File: src/rtl/cla_pkg.sv
// Shared types and helpers for the pipelined carry-lookahead adder.
// Stage payloads use a fixed maximum width so one typedef serves every parameterisation.
package cla_pkg;

  localparam int unsigned max_width = 64;

  function automatic int unsigned num_groups(input int unsigned data_width,
                                             input int unsigned group_width);
    return data_width / group_width;
  endfunction

  // Elaboration-time legality test used by the top level.
  function automatic bit widths_ok(input int unsigned data_width,
                                   input int unsigned group_width);
    return (group_width != 0) && (data_width % group_width == 0) &&
           (data_width <= max_width);
  endfunction

  typedef struct packed {
    logic                 valid;
    logic                 carry;
    logic [max_width-1:0] psum;
    logic [max_width-1:0] a_rem;
    logic [max_width-1:0] b_rem;
  } stage_t;

endpackage

File: src/rtl/pipelined_cla_adder_if.sv
// Operand/result handshake bundle for the pipelined CLA adder.
interface pipelined_cla_adder_if #(parameter int unsigned data_width = 16);
  logic                  in_valid;
  logic                  in_ready;
  logic [data_width-1:0] a;
  logic [data_width-1:0] b;
  logic                  cin;
  logic                  sub;
  logic                  out_valid;
  logic                  out_ready;
  logic [data_width-1:0] sum;
  logic                  cout;
  logic                  overflow;
  logic                  zero;

  modport master (
    output in_valid, a, b, cin, sub, out_ready,
    input  in_ready, out_valid, sum, cout, overflow, zero
  );

  modport slave (
    input  in_valid, a, b, cin, sub, out_ready,
    output in_ready, out_valid, sum, cout, overflow, zero
  );
endinterface

File: src/rtl/cla_group.sv
// Combinational lookahead group: every internal carry is the flat
// generate/propagate sum-of-products from the group carry-in.
module cla_group #(
  parameter int unsigned group_width = 4
) (
  input  logic [group_width-1:0] a,
  input  logic [group_width-1:0] b,
  input  logic                   cin,
  output logic [group_width-1:0] sum,
  output logic                   cout,
  output logic                   c_msb
);

  logic [group_width-1:0] g;
  logic [group_width-1:0] p;
  logic [group_width:0]   c;

  // NOTE: every variable gets a default first so no path through this block can infer a latch.
  always_comb begin
    logic term;
    g    = a & b;
    p    = a ^ b;
    c    = '0;
    c[0] = cin;
    for (int i = 1; i <= group_width; i++) begin
      for (int j = 0; j < i; j++) begin
        term = g[j];
        for (int k = j + 1; k < i; k++) term = term & p[k];
        c[i] = c[i] | term;
      end
      term = cin;
      for (int k = 0; k < i; k++) term = term & p[k];
      c[i] = c[i] | term;
    end
  end

  assign sum   = p ^ c[group_width-1:0];
  assign cout  = c[group_width];
  assign c_msb = c[group_width-1];

endmodule

File: src/rtl/pipelined_cla_adder.sv
// Pipelined carry-lookahead adder/subtractor: one register stage per group,
// group carry forwarded stage to stage, whole pipe stalls on backpressure.
module pipelined_cla_adder
  import cla_pkg::*;
#(
  parameter int unsigned data_width  = 16,
  parameter int unsigned group_width = 4
) (
  input logic                  clk,
  input logic                  rst,
  pipelined_cla_adder_if.slave bus
);

  localparam int unsigned G = num_groups(data_width, group_width);

  if (!widths_ok(data_width, group_width)) begin : g_width_check
    $error("data_width must be a non-zero multiple of group_width and fit max_width");
  end

  stage_t s_in;
  stage_t nxt     [G];
  stage_t stage_q [G];
  logic   advance;
  logic   msb_cin;
  logic   ovf_q;
  logic   zero_q;

  assign advance      = !stage_q[G-1].valid || bus.out_ready;
  assign bus.in_ready = advance;

  // Subtraction folds into addition as a + ~b + 1.
  always_comb begin
    s_in       = '0;
    s_in.valid = bus.in_valid;
    s_in.carry = bus.sub ? 1'b1 : bus.cin;
    s_in.a_rem = max_width'(bus.a);
    s_in.b_rem = max_width'(bus.sub ? ~bus.b : bus.b);
  end

  for (genvar k = 0; k < G; k++) begin : g_stage
    stage_t                 prev;
    logic [group_width-1:0] gsum;
    logic                   gcout;
    logic                   gcmsb;

    if (k == 0) begin : g_first
      assign prev = s_in;
    end else begin : g_next
      assign prev = stage_q[k-1];
    end

    cla_group #(.group_width(group_width)) u_group (
      .a     (prev.a_rem[group_width-1:0]),
      .b     (prev.b_rem[group_width-1:0]),
      .cin   (prev.carry),
      .sum   (gsum),
      .cout  (gcout),
      .c_msb (gcmsb)
    );

    assign nxt[k] = '{
      valid: prev.valid,
      carry: gcout,
      psum:  prev.psum | (max_width'(gsum) << (k * group_width)),
      a_rem: prev.a_rem >> group_width,
      b_rem: prev.b_rem >> group_width
    };

    if (k == G - 1) begin : g_last
      assign msb_cin = gcmsb;
    end
  end

  // NOTE: sequential state uses non-blocking assignments so every stage samples the pre-edge value of its predecessor.
  // NOTE: the data fields are reset as well as the valid bits, because the outputs must read zero after reset.
  always_ff @(posedge clk) begin
    if (rst) begin
      for (int i = 0; i < G; i++) stage_q[i] <= '0;
      ovf_q  <= 1'b0;
      zero_q <= 1'b0;
    end else if (advance) begin
      for (int i = 0; i < G; i++) stage_q[i] <= nxt[i];
      ovf_q  <= nxt[G-1].carry ^ msb_cin;
      zero_q <= ~|nxt[G-1].psum[data_width-1:0];
    end
  end

  assign bus.out_valid = stage_q[G-1].valid;
  assign bus.sum       = stage_q[G-1].psum[data_width-1:0];
  assign bus.cout      = stage_q[G-1].carry;
  assign bus.overflow  = ovf_q;
  assign bus.zero      = zero_q;

endmodule

File: src/flat_wrapper.sv
// flat-port wrapper written by rule: the top's interface ports become plain ports
module pipelined_cla_adder_flat import cla_pkg::*;
#(
  parameter int unsigned data_width  = 16,
  parameter int unsigned group_width = 4
)
  (clk, rst, bus_in_valid, bus_a, bus_b, bus_cin, bus_sub, bus_out_ready, bus_in_ready, bus_out_valid, bus_sum, bus_cout, bus_overflow, bus_zero);
  pipelined_cla_adder_if #(.data_width(data_width)) bus_i ();
  input logic clk;
  input logic rst;
  input wire logic [$bits(bus_i.in_valid)-1:0] bus_in_valid;
  input wire logic [$bits(bus_i.a)-1:0] bus_a;
  input wire logic [$bits(bus_i.b)-1:0] bus_b;
  input wire logic [$bits(bus_i.cin)-1:0] bus_cin;
  input wire logic [$bits(bus_i.sub)-1:0] bus_sub;
  input wire logic [$bits(bus_i.out_ready)-1:0] bus_out_ready;
  output wire logic [$bits(bus_i.in_ready)-1:0] bus_in_ready;
  output wire logic [$bits(bus_i.out_valid)-1:0] bus_out_valid;
  output wire logic [$bits(bus_i.sum)-1:0] bus_sum;
  output wire logic [$bits(bus_i.cout)-1:0] bus_cout;
  output wire logic [$bits(bus_i.overflow)-1:0] bus_overflow;
  output wire logic [$bits(bus_i.zero)-1:0] bus_zero;
  assign bus_i.in_valid = bus_in_valid;
  assign bus_i.a = bus_a;
  assign bus_i.b = bus_b;
  assign bus_i.cin = bus_cin;
  assign bus_i.sub = bus_sub;
  assign bus_i.out_ready = bus_out_ready;
  assign bus_in_ready = bus_i.in_ready;
  assign bus_out_valid = bus_i.out_valid;
  assign bus_sum = bus_i.sum;
  assign bus_cout = bus_i.cout;
  assign bus_overflow = bus_i.overflow;
  assign bus_zero = bus_i.zero;
  pipelined_cla_adder #(.data_width(data_width), .group_width(group_width)) u_core (.clk(clk), .rst(rst), .bus(bus_i));
endmodule
File: config.mk
export PLATFORM = sky130hd
export DESIGN_NAME = pipelined_cla_adder_flat
export DESIGN_NICKNAME = d
export VERILOG_FILES = /design/src/rtl/cla_pkg.sv /design/src/rtl/pipelined_cla_adder_if.sv /design/src/rtl/cla_group.sv /design/src/rtl/pipelined_cla_adder.sv /design/src/flat_wrapper.sv
export SDC_FILE = /design/constraint.sdc
export NUM_CORES = 1
export LEC_CHECK = 0
export ABC_AREA = 1
export BUFFER_PORTS_ARGS = -buffer_cell sky130_fd_sc_hd__buf_4
export CAP_MARGIN = 20
export CORE_ASPECT_RATIO = 1.5
export CORE_MARGIN = 4
export CORE_UTILIZATION = 47
export CTS_CLUSTER_SIZE = 8
export DETAILED_ROUTE_END_ITERATION = 8
export PLACE_DENSITY = 0.67
export SYNTH_ARGS = -nofsm -noshare
export SYNTH_HDL_FRONTEND = slang
export SYNTH_SLANG_ARGS = --single-unit
export TNS_END_PERCENT = 20
File: constraint.sdc
create_clock -name clk -period 3.6 [get_ports clk]
set_clock_uncertainty 0.05 [all_clocks]
set_input_delay 0.18 -clock clk [delete_from_list [all_inputs] [get_ports clk]]
set_output_delay 0.18 -clock clk [all_outputs]
set_load 0.02 [all_outputs]
Word level (Yosys, flattened, before mapping)
Memories as Yosys holds them, arrays and structs flattened.
Index checks and enable logic that the tools add are counted.
{"block": "totals", "ram_bits": 744, "inputBits": 38, "output_inout_bits": 21, "ff_bits": 2, "n_memories": 1}
{"block": "op_classes", "reduce_logical": 4, "mux": 11, "bitwise": 101}
{"memory": "u_core.stage_q", "words": 4, "width": 186, "rd": 4, "rd_ports_with_merged_regs": 0, "wr": 4, "line": "pipelined_cla_adder.sv:22", "rtl": "stage_t stage_q [G];"}
{"cell": "2-to-1 mux 186 bit", "n": 4}
{"cell": "2-to-1 mux 64 bit", "n": 1}
{"cell": "NOT 16 -> 64 bit", "n": 1}
{"cell": "bitwise OR 64 x 12 -> 64 bit", "n": 1}
{"cell": "bitwise OR 64 x 16 -> 64 bit", "n": 1}
{"cell": "bitwise OR 64 x 8 -> 64 bit", "n": 1}
{"cell": "bitwise OR 1 bit", "n": 44}
{"cell": "bitwise AND 1 bit", "n": 40}
{"cell": "bitwise XOR 4 bit", "n": 8}
{"cell": "bitwise AND 4 bit", "n": 4}
{"cell": "OR reduction 16 bit", "n": 1}
{"cell": "2-to-1 mux 1 bit", "n": 6}
{"cell": "logical NOT 1 bit", "n": 2}
{"cell": "logical OR 1 bit", "n": 1}
{"cell": "bitwise XOR 1 bit", "n": 1}

Depth between registers and ports, before layout
Gate-level depths: netlist of run 1.
{"block": "logic_depth", "ltp_word": 11, "ltp_mapped": 12, "depth_no_buf": 11}

Cells and area by module
From an unflattened synthesis of run 1, not the netlist that was laid out.
{"block": "hier_totals", "cells_unflattened": 438, "hier_area_um2": 4743.3}
{"module": "pipelined_cla_adder", "cells_each": 334, "n_inst": 1, "area_each_um2": 3997.6}
{"module": "cla_group (u_core.g_stage[0].u_group ...)", "cells_each": 25, "n_inst": 3, "area_each_um2": 182.7}
{"module": "cla_group (u_core.g_stage[3].u_group)", "cells_each": 29, "n_inst": 1, "area_each_um2": 197.7}

Least setup slack after synthesis of run 1
OpenSTA, ideal clock, no wires.
{"block": "synth_timing", "path_kind": "flip-flop to flip-flop", "startpoint": "mem u_core.stage_q[3][185] (netlist bit)", "endpoint": "mem u_core.stage_q[0][0] (netlist bit), enable pin", "stages_incl_launch_ff": 4, "arrival_time_ns": 2.839, "required_time_ns": 3.092, "path_buffers": 0, "setup_slack_ns": 0.254, "cell_sequence": "edfxtp_1 nand2_2 inv_1 nand2_1"}
{"element": "start: declaration", "line": "pipelined_cla_adder.sv:22"}

==> reports/results.txt, run 1 <==
warning count from the yosys run -> 0
flop-to-flop setup slack -> 1.83 ns
Worst Setup End Kind -> register
worst reg2reg path endpoint -> u_core.stage_q[3][135]$_SDFFCE_PN0P_
number of search-and-repair iterations in the first detailed-routing pass -> 4
initial DRC count -> 149
weighted congestion at the end of routability-driven global placement -> 0.742
Tightest Pin Transition -> 0.613 ns
average wire per cell in the routed design -> 10.6 um
count of pins on the block boundary -> 59
setup violation total in the final timing report -> 0
cell taking the most area after synthesis -> edfxtp_1
post-detailed-route via-to-cell ratio -> 4.58
layout cell share with drive strength beyond 1 -> 16.4%
#FFs+latches synth -> 98
total CTS buffers -> 9
Max rail drop VDD -> 0.265 mV
CTS Buffer Depth -> 2
Max Clock Freq -> 565 MHz
via count of the first global-routing pass -> 2526
Worst Min Path Start -> bus_a[13]
Diodes inserted -> 0
initial core utilization -> 48.7%
HPWL after DPL -> 4.35 mm
height of the chip -> 129 um
count of input and output buffers -> 58
ANT nets after route -> 0
sum of overflow across all layers after global routing -> 0
buffers inserted by post-CTS timing repair -> 0
area used by multi-input combinational logic -> 0.00117 mm2
post-synthesis area per instance -> 11.1 um2
Worst Hold Depth -> 3
layout overhead on the synthesized area -> 17.3%
floorplan die area -> 0.0114 mm2
RSZ-0062 raised after global routing -> false
post-synth top area share -> 63.2%
power after layout -> 0.00255 W
count of final hold-check violations -> 0
antenna violations before repair -> 0
total routed wirelength -> 6.24 mm
Critical Path RT -> 3.62 ns
Tightest Hold Check Type -> in -> reg
reg-to-reg startpoint -> u_core.stage_q[2][0]$_SDFFCE_PN0P_
CTS root buffer -> clkbuf_16
syn nets -> 472
worst-path maximum fanout -> 2
Worst Reg-to-Reg Cells -> 8
Tcrit/Tclk final -> 49.1%
remaining design rule violation count -> 0
TritonCTS clock tree -> built
type of the worst setup path -> reg -> reg
Max Cap Violations -> 0
P per Cell Area -> 476 mW/mm2
H-tree lvl count -> 3
crit path time final -> 1.77 ns
pin count of the biggest net entering global routing -> 58
clock insertion delay at the later pin of the skew report -> 0.33 ns
clock sink total -> 98
Seq/Total Area, Yosys -> 64.1%
Total GRT Usage -> 11.8%
die outline width -> 88.4 um
synthesized cell area -> 0.00456 mm2
Total Negative Setup Slacks -> 0 ns
total area of sequential cells -> 0.00292 mm2
gate count after technology mapping -> 410
final layout net count -> 533
Static Leak -> 2.48 nW
first-pass GRT wire length -> 10.4 mm
fill cell count -> 813
Relative slew margins -> 59.1%
DR vias -> 2688
cell types with the largest area share after synthesis -> edfxtp_1 63%, nor2_1 8.2%, inv_1 7.4%
outcome -> completed
Final Max Slew Viols -> 0
number of standard-cell rows in the floorplan -> 43
post_cts resized -> 0
endpoint of the worst hold-timing path -> u_core.stage_q[0][69]$_SDFFCE_PN0P_
unique cell type count in the Yosys netlist -> 18
CTS clock-pin slew for the worst setup and hold paths -> 0.06 ns
Placeable Area -> 0.00936 mm2
number of hold buffers added after cts -> 0
data arrival time of the worst path -> 1.79 ns
Critical Path Source Type -> register
[state kept, by name (all words and copies together), names as in the netlist]
name	count
u_core.stage_q	96
u_core.bus.zero	1
u_core.bus.overflow	1
[cell families after synthesis]
group / count (synthesis) / share of synthesized area [%]
fa+ha+maj: 24 / 7.24
compound gates: 16 / 1.76
simple gates: 150 / 12.8
xor+xnor: 19 / 3.65
buf+inv: 103 / 10.5
flops: 98 / 64.1
[cell type report]
type                            count  share of cell area (%)
Sequential cell                    98                    54.6
Timing Repair Buffer               62                    9.30
Multi-Input combinational cell    209                    21.8
Tap cell                          112                    2.62
Clock buffer                       11                    4.35
Clock inverter                      4                   0.818
Inverter                           91                    6.47
[stage by stage]
stage	util, %	instances	cell area (um2)	hold slack (ns)	setup slack [ns]
6_report	57.2	587	5350	0.0961	1.83
5_1_grt	57.2	587	5350	0.0838	1.72
4_1_cts	57.0	586	5330	0.0819	1.58
3_5_place_dp	54.0	571	5060	0.422	1.58
3_3_place_gp	53.7	570	5030	0.413	1.62
2_1_floorplan	-	410	4560	0.338	0.254
[cell usage after synthesis]
cell / count
buf_4: 1
nand2_1: 37
xnor2_1: 13
xor2_1: 6
o21ai_0: 2
o21ai_1: 2
buf_6: 11
nor2_1: 100
nand4_1: 2
a21oi_1: 12
nand3_1: 9
inv_1: 90
fa_1: 4
ha_1: 20
nand2_2: 2
dfxtp_1: 2
edfxtp_1: 96
inv_6: 1
[worst max-delay path, stage by stage (launching register included)]
cell	delay, ns
edfxtp_1	0.42
ha_1	0.31
ha_1	0.22
nand2_1	0.09
nand3_1	0.09
nand2_1	0.10
nand3_1	0.08
nand2_1	0.10
nor2_1	0.05
[cells in the final DEF, fill, tap and decap left out, drive strengths merged]
master  netlist  layout
nand2        39      39
nor2        100     100
ha           20      20
edfxtp       96      96
xor2          6       6
dfxtp         2       2
inv          91      91
fa            4       4
nand4         2       2
bufinv        0       1
clkbuf        0      11
o21ai         4       4
xnor2        13      13
buf          12      62
clkinv        0       3
a21oi        12      12
nand3         9       9
[report_power, final]
part | internal (W) | switching [W] | total, W
clock network | 0.000530 | 0.000359 | 0.000888
logic | 0.000125 | 0.000157 | 0.000282
registers | 0.00135 | 0.0000287 | 0.00138
total | 0.00201 | 0.000544 | 0.00255
[how the worst max path moves through the flow]
stage                                                    start                              endpoint  slack [ns]  cells after the start
after CTS                 u_core.stage_q[3][185]$_SDFFCE_PN0P_    u_core.stage_q[0][5]$_SDFFCE_PN0P_        1.58                      4
after detailed placement  u_core.stage_q[3][185]$_SDFFCE_PN0P_    u_core.stage_q[0][5]$_SDFFCE_PN0P_        1.58                      4
after global routing        u_core.stage_q[2][0]$_SDFFCE_PN0P_  u_core.stage_q[3][135]$_SDFFCE_PN0P_        1.72                      8
after global placement    u_core.stage_q[3][185]$_SDFFCE_PN0P_   u_core.stage_q[0][10]$_SDFFCE_PN0P_        1.62                      4
after floorplan           u_core.stage_q[3][185]$_SDFFCE_PN0P_    u_core.stage_q[0][0]$_SDFFCE_PN0P_        0.25                      3
final                       u_core.stage_q[2][0]$_SDFFCE_PN0P_  u_core.stage_q[3][135]$_SDFFCE_PN0P_        1.83                      8
[metal layers]
layer	routed length [um]	vias to the layer above	GRT usage (%)
met1	2380	1211	12.2
met5	0	-	0
met3	361	16	3.52
met2	3350	62	21.6
li1	-	1399	-
met4	146	0	5.16
(Power assumes the default switching activity.)
==> run 2, diff against run 1 <==
- clock period: 3.6 -> 1.75 ns (I/O delays scaled with it)
==> reports/results.txt, run 2 (synthesis gave the netlist of run 1 again) <==
first-pass GRT wire length -> 11.5 mm (was 10.4 mm)
ANT nets after route -> 0 (unchanged)
H-tree lvl count -> 3 (unchanged)
power after layout -> 0.00548 W (was 0.00255 W)
antenna violations before repair -> 0 (unchanged)
layout cell share with drive strength beyond 1 -> 18.4% (was 16.4%)
fill cell count -> 820 (was 813)
height of the chip -> 129 um (unchanged)
type of the worst setup path -> reg -> reg (unchanged)
Placeable Area -> 0.00936 mm2 (unchanged)
count of pins on the block boundary -> 59 (unchanged)
pin count of the biggest net entering global routing -> 55 (was 58)
logic gate share of total power -> 11.3% (was 11.1%)
cell area after layout -> 0.00557 mm2 (was 0.00535 mm2)
leading cell type in the layout, fill and taps excluded -> nor2_1 (unchanged)
Static Leak -> 2.57 nW (was 2.48 nW)
HPWL after DPL -> 4.78 mm (was 4.35 mm)
CTS root buffer -> clkbuf_16 (unchanged)
portion of total power attributed to the clock network -> 36.9% (was 34.8%)
floorplan die area -> 0.0114 mm2 (unchanged)
Tightest Pin Transition -> 0.275 ns (was 0.613 ns)
count of input and output buffers -> 58 (unchanged)
cell family with the largest share of critical-path delay -> adder cells (unchanged)
Relative slew margins -> 81.6% (was 59.1%)
Max rail drop VDD -> 0.674 mV (was 0.265 mV)
total CTS buffers -> 9 (unchanged)
Critical Path RT -> 1.78 ns (was 3.62 ns)
layout overhead on the synthesized area -> 22.2% (was 17.3%)
register bank with the most flops -> u_core.stage_q (unchanged)
data arrival time of the worst path -> 1.74 ns (was 1.79 ns)
remaining design rule violation count -> 0 (unchanged)
final layout net count -> 548 (was 533)
fin util -> 59.5% (was 57.2%)
CTS Buffer Depth -> 2 (unchanged)
die outline width -> 88.4 um (unchanged)
most used cells in the layout excluding fill and tap cells -> 99 x nor2_1, 96 x edfxtp_1, 90 x inv_1 (was 100 x nor2_1, 96 x edfxtp_1, 90 x inv_1)
outcome -> completed (unchanged)
number of cells in the design after placement -> 577 (was 571)
count of non-filler cells in the finished layout -> 602 (was 587)
worst path buffer plus inverter count -> 0 (unchanged)
standard cell with the maximum stage delay on the critical path -> edfxtp_1 (unchanged)
average wire per cell in the routed design -> 11.7 um (was 10.6 um)
cells along the critical path -> ha_1 > ha_2 > nand2_2 > nand3_2 > nand2_1 > nand3_1 > nand2_1 > nor2_1 (was ha_1 > ha_1 > nand2_1 > nand3_1 > nand2_1 > nand3_1 > nand2_1 > nor2_1)
Diodes inserted -> 0 (unchanged)
total routed wirelength -> 7.04 mm (was 6.24 mm)
number of search-and-repair iterations in the first detailed-routing pass -> 4 (unchanged)
Largest register FFs -> 96 (unchanged)
P per Cell Area -> 983 mW/mm2 (was 476 mW/mm2)
Top cell by count, worst path -> nand2_1 (unchanged)
crit path time final -> 1.71 ns (was 1.77 ns)
TritonCTS clock tree -> built (unchanged)
setup violation total in the final timing report -> 0 (unchanged)
Max Clock Freq -> 585 MHz (was 565 MHz)
CTS clock-pin slew for the worst setup and hold paths -> 0.06 ns (about the same)
Tcrit/Tclk final -> 97.7% (was 49.1%)
Critical Path Source Type -> register (unchanged)
Max Cap Violations -> 0 (unchanged)
post-detailed-route via-to-cell ratio -> 4.56 (was 4.58)
total placed instance area -> 0.00515 mm2 (was 0.00506 mm2)
final critical-path setup slack -> 0.0405 ns (was 1.83 ns)
Tightest Hold Check Type -> in -> reg (unchanged)
switching power of the nets -> 0.00118 W (was 0.000544 W)
clock insertion delay at the later pin of the skew report -> 0.33 ns (about the same)
Total GRT Usage -> 13.3% (was 11.8%)
Int Power -> 0.00429 W (was 0.00201 W)
initial core utilization -> 48.7% (unchanged)
Worst Setup End Kind -> register (unchanged)
via count of the first global-routing pass -> 2673 (was 2526)
DR vias -> 2747 (was 2688)
sequential cell fraction of total power -> 51.8% (was 54.1%)
clock sink total -> 98 (unchanged)
delay of the slowest critical-path stage -> 0.41 ns (was 0.42 ns)
Final Max Slew Viols -> 0 (unchanged)
sum of overflow across all layers after global routing -> 0 (unchanged)
RSZ-0062 raised after global routing -> true (was false)
worst-path maximum fanout -> 2 (unchanged)
number of standard-cell rows in the floorplan -> 43 (unchanged)
weighted congestion at the end of routability-driven global placement -> 0.763 (was 0.742)
count of final hold-check violations -> 0 (unchanged)
Sw Ratio -> 21.6% (was 21.3%)
Post-Place Worst Slack -> 0.0234 ns (was 1.58 ns)
initial DRC count -> 127 (was 149)
[run 2: changes by cell type in the layout (fill, tap and decap cells not counted), moves of 2 or more]
| cell | before | now |
|---|---|---|
| buf_12 | 1 | 5 |
| clkbuf_1 | 2 | 0 |
| buf_4 | 60 | 62 |
| dlygate4sd3_1 | 0 | 10 |
[run 2: path summary, 6_finish.rpt]
check / startpoint / slack [ns] / depth (start not counted) / end
min: bus_a[15] / 0.01 / 3 / u_core.stage_q[0][71]$_SDFFCE_PN0P_
min reg2reg: u_core.bus.zero$_SDFFE_PP0P_ / 0.43 / 2 / u_core.bus.zero$_SDFFE_PP0P_
max reg2reg: u_core.stage_q[2][60]$_SDFFCE_PN0P_ / 0.04 / 8 / u_core.stage_q[3][135]$_SDFFCE_PN0P_
max: u_core.stage_q[2][60]$_SDFFCE_PN0P_ / 0.04 / 8 / u_core.stage_q[3][135]$_SDFFCE_PN0P_
[run 2: what timing repair did]
action,4_1_cts,5_1_grt
endpoints found under the hold margin,10,0
setup buffers,0,0
hold buffers,10,0
endpoints found under the setup margin,0,3
resized for setup,0,4
[run 2: cell type report]
cell class / instances / area, um2 / area share [%]
Clock buffer: 9 / 225 / 4.04
Clock inverter: 6 / 82.6 / 1.48
Inverter: 91 / 347 / 6.22
Multi-Input combinational cell: 209 / 1190 / 21.4
Sequential cell: 98 / 2920 / 52.4
Tap cell: 112 / 140 / 2.51
Timing Repair Buffer: 77 / 666 / 11.9
[run 2: tightest hold or removal path, delay by kind of cell]
kind / cells / cell delay [ns]
buffers and inverters: 2 / 0.10
and+or+nand+nor: 1 / 0.09
[run 2: layer usage]
layer / vias up / part of all wire [%] / track usage [%]
met3: 14 / 5.4 / 3.65
met1: 1240 / 38 / 13.9
met2: 64 / 54 / 24.1
met4: 0 / 2.3 / 6.23
li1: 1429 / - / -
met5: - / 0 / 0
[run 2: stage by stage]
stage | hold WS, ns | setup TNS (ns)
CTS | 0.00351 | 0
floorplan | 0.245 | 0
global route | 0.0134 | -0.0316
detailed placement | 0.340 | 0
global placement | 0.335 | 0
finish | 0.0136 | 0
[run 2: power by group through the flow]
| stage | Sequential, W | Combinational [W] | Clock, W |
|---|---|---|---|
| CTS | 0.00284 | 0.000627 | 0.00207 |
| finish | 0.00284 | 0.000621 | 0.00202 |
| detailed placement | 0.00289 | 0.000599 | 0 |
| global placement | 0.00288 | 0.000581 | 0 |
| global route | 0.00285 | 0.000703 | 0.00218 |
| floorplan | 0.00291 | 0.000379 | 0 |
==> run 3, diff against run 2 <==
- BUFFER_PORTS_ARGS: -buffer_cell sky130_fd_sc_hd__buf_4 -> -buffer_cell sky130_fd_sc_hd__buf_2
- PLACE_DENSITY: 0.67 -> 0.72
- TNS_END_PERCENT: 20 -> 30
==> reports/results.txt, run 3 (synthesis gave the netlist of run 1 again) <==
Post-Place Worst Slack -> 0.0540 ns (was 0.0234 ns)
fill cell count -> 786 (was 820)
first-pass GRT wire length -> 11.0 mm (was 11.5 mm)
crit path time final -> 1.68 ns (was 1.71 ns)
DR vias -> 2721 (was 2747)
post-detailed-route via-to-cell ratio -> 4.49 (was 4.56)
Worst Setup End Kind -> register (unchanged)
number of standard-cell rows in the floorplan -> 43 (unchanged)
clock insertion delay at the later pin of the skew report -> 0.34 ns (was 0.33 ns)
Diodes inserted -> 0 (unchanged)
total area of sequential cells -> 0.00292 mm2 (unchanged)
antenna violations before repair -> 0 (unchanged)
P per Cell Area -> 974 mW/mm2 (was 983 mW/mm2)
count of pins on the block boundary -> 59 (unchanged)
cell area after layout -> 0.00544 mm2 (was 0.00557 mm2)
Total GRT Usage -> 12.8% (was 13.3%)
Max Clock Freq -> 595 MHz (was 585 MHz)
H-tree lvl count -> 3 (unchanged)
reg-to-reg startpoint -> u_core.stage_q[2][60]$_SDFFCE_PN0P_ (unchanged)
final layout net count -> 551 (was 548)
average wire per cell in the routed design -> 11.0 um (was 11.7 um)
total placed instance area -> 0.00501 mm2 (was 0.00515 mm2)
Sw Ratio -> 22.0% (was 21.6%)
Tcrit/Tclk final -> 96.0% (was 97.7%)
register bank with the most flops -> u_core.stage_q (unchanged)
Int Power -> 0.00413 W (was 0.00429 W)
ANT nets after route -> 0 (unchanged)
pin count of the biggest net entering global routing -> 38 (was 55)
sum of overflow across all layers after global routing -> 0 (unchanged)
floorplan die area -> 0.0114 mm2 (unchanged)
layout overhead on the synthesized area -> 19.1% (was 22.2%)
worst-path maximum fanout -> 2 (unchanged)
Relative slew margins -> 75.4% (was 81.6%)
area used by multi-input combinational logic -> 0.00119 mm2 (about the same)
clock sink total -> 98 (unchanged)
weighted congestion at the end of routability-driven global placement -> 0.775 (was 0.763)
Static Leak -> 2.54 nW (was 2.57 nW)
outcome -> completed (unchanged)
number of search-and-repair iterations in the first detailed-routing pass -> 4 (unchanged)
HPWL after DPL -> 4.64 mm (was 4.78 mm)
Worst Min Path Start -> bus_a[11] (was bus_a[15])
most used cells in the layout excluding fill and tap cells -> 99 x nor2_1, 96 x edfxtp_1, 90 x inv_1 (unchanged)
switching power of the nets -> 0.00117 W (was 0.00118 W)
crit path launch -> u_core.stage_q[2][60]$_SDFFCE_PN0P_ (unchanged)
height of the chip -> 129 um (unchanged)
initial DRC count -> 98 (was 127)
final critical-path setup slack -> 0.0700 ns (was 0.0405 ns)
Max Cap Violations -> 0 (unchanged)
CTS Buffer Depth -> 2 (unchanged)
flop-to-flop setup slack -> 0.07 ns (was 0.04 ns)
sequential cell fraction of total power -> 53.5% (was 51.8%)
type of the worst setup path -> reg -> reg (unchanged)
die outline width -> 88.4 um (unchanged)
Max rail drop VDD -> 0.671 mV (was 0.674 mV)
setup violation total in the final timing report -> 0 (unchanged)
data arrival time of the worst path -> 1.91 ns (was 1.74 ns)
Placeable Area -> 0.00936 mm2 (unchanged)
count of non-filler cells in the finished layout -> 606 (was 602)
initial core utilization -> 48.7% (unchanged)
count of final hold-check violations -> 0 (unchanged)
Worst Reg-to-Reg Cells -> 9 (was 8)
Critical Path RT -> 1.98 ns (was 1.78 ns)
number of cells in the design after placement -> 577 (unchanged)
Final Max Slew Viols -> 0 (unchanged)
power after layout -> 0.00529 W (was 0.00548 W)
Largest register FFs -> 96 (unchanged)
via count of the first global-routing pass -> 2662 (was 2673)
worst reg2reg path endpoint -> u_core.bus.zero$_SDFFE_PP0P_ (was u_core.stage_q[3][135]$_SDFFCE_PN0P_)
fin util -> 58.1% (was 59.5%)
leading cell type in the layout, fill and taps excluded -> nor2_1 (unchanged)
total routed wirelength -> 6.65 mm (was 7.04 mm)
portion of total power attributed to the clock network -> 35.5% (was 36.9%)
Critical Path Source Type -> register (unchanged)
TritonCTS clock tree -> built (unchanged)
total CTS buffers -> 9 (unchanged)
layout cell share with drive strength beyond 1 -> 18.6% (was 18.4%)
Worst Hold Depth -> 3 (unchanged)
remaining design rule violation count -> 0 (unchanged)
logic gate share of total power -> 11.0% (was 11.3%)
RSZ-0062 raised after global routing -> true (unchanged)
endpoint of the worst hold-timing path -> u_core.stage_q[0][67]$_SDFFCE_PN0P_ (was u_core.stage_q[0][71]$_SDFFCE_PN0P_)
Tightest Pin Transition -> 0.369 ns (was 0.275 ns)
CTS clock-pin slew for the worst setup and hold paths -> 0.06 ns (about the same)
CTS root buffer -> clkbuf_16 (unchanged)
Tightest Hold Check Type -> in -> reg (unchanged)
count of input and output buffers -> 58 (unchanged)
run 3: how the worst max path moves through the flow:
stage / to / slack, ns
final: u_core.bus.zero$_SDFFE_PP0P_ / 0.07
after global routing: u_core.bus.zero$_SDFFE_PP0P_ / -0.05
after CTS: u_core.stage_q[3][135]$_SDFFCE_PN0P_ / 0.01
after detailed placement: u_core.stage_q[3][135]$_SDFFCE_PN0P_ / 0.05
after global placement: u_core.stage_q[3][135]$_SDFFCE_PN0P_ / 0.09
after floorplan: u_core.stage_q[0][0]$_SDFFCE_PN0P_ / 0.08
run 3: critical path, cell delays in order, from the launching register on:
cell and delay (ns):
edfxtp_1 0.39, buf_4 0.16, fa_1 0.47, nor2_1 0.11, nand2_1 0.07, nor2_2 0.09, nand3_1 0.09, nor2_1 0.10
nand2_1 0.06, nand2_1 0.05
run 3: repair_timing:
action                                 CTS  global route
setup endpoints to repair                0             2
hold buffers                            10             0
endpoints found under the hold margin   10             0
setup buffers                            0             3
gates resized for setup                  0             4
run 3: final cells by class:
class / count / share of cell area [%]
Tap cell: 112 / 2.58
Clock buffer: 11 / 4.28
Multi-Input combinational cell: 209 / 22.0
Timing Repair Buffer: 80 / 9.99
Clock inverter: 5 / 1.01
Sequential cell: 98 / 53.8
Inverter: 91 / 6.38
run 3: per-layer routing:
metal  share of wire, %  vias to the layer above  GRT usage [%]
li1                   -                     1439              -
met1                 37                     1213           11.7
met2                 55                       57           24.5
met3                5.5                       12           3.78
met4                2.9                        0           6.67
met5                  0                        -              0
run 3: per-stage QoR:
step                hold WS [ns]  TNS [ns]
global placement           0.334         0
finish                    0.0145         0
floorplan                  0.245         0
CTS                      0.00311         0
global route              0.0210   -0.0623
detailed placement         0.339         0
run 3: power groups by stage:
stage	clock [W]	sequential, W	combinational (W)
3_3_place_gp	0	0.00288	0.000541
4_1_cts	0.00193	0.00284	0.000587
2_1_floorplan	0	0.00291	0.000379
3_5_place_dp	0	0.00288	0.000565
5_1_grt	0.00201	0.00285	0.000677
6_report	0.00188	0.00283	0.000585
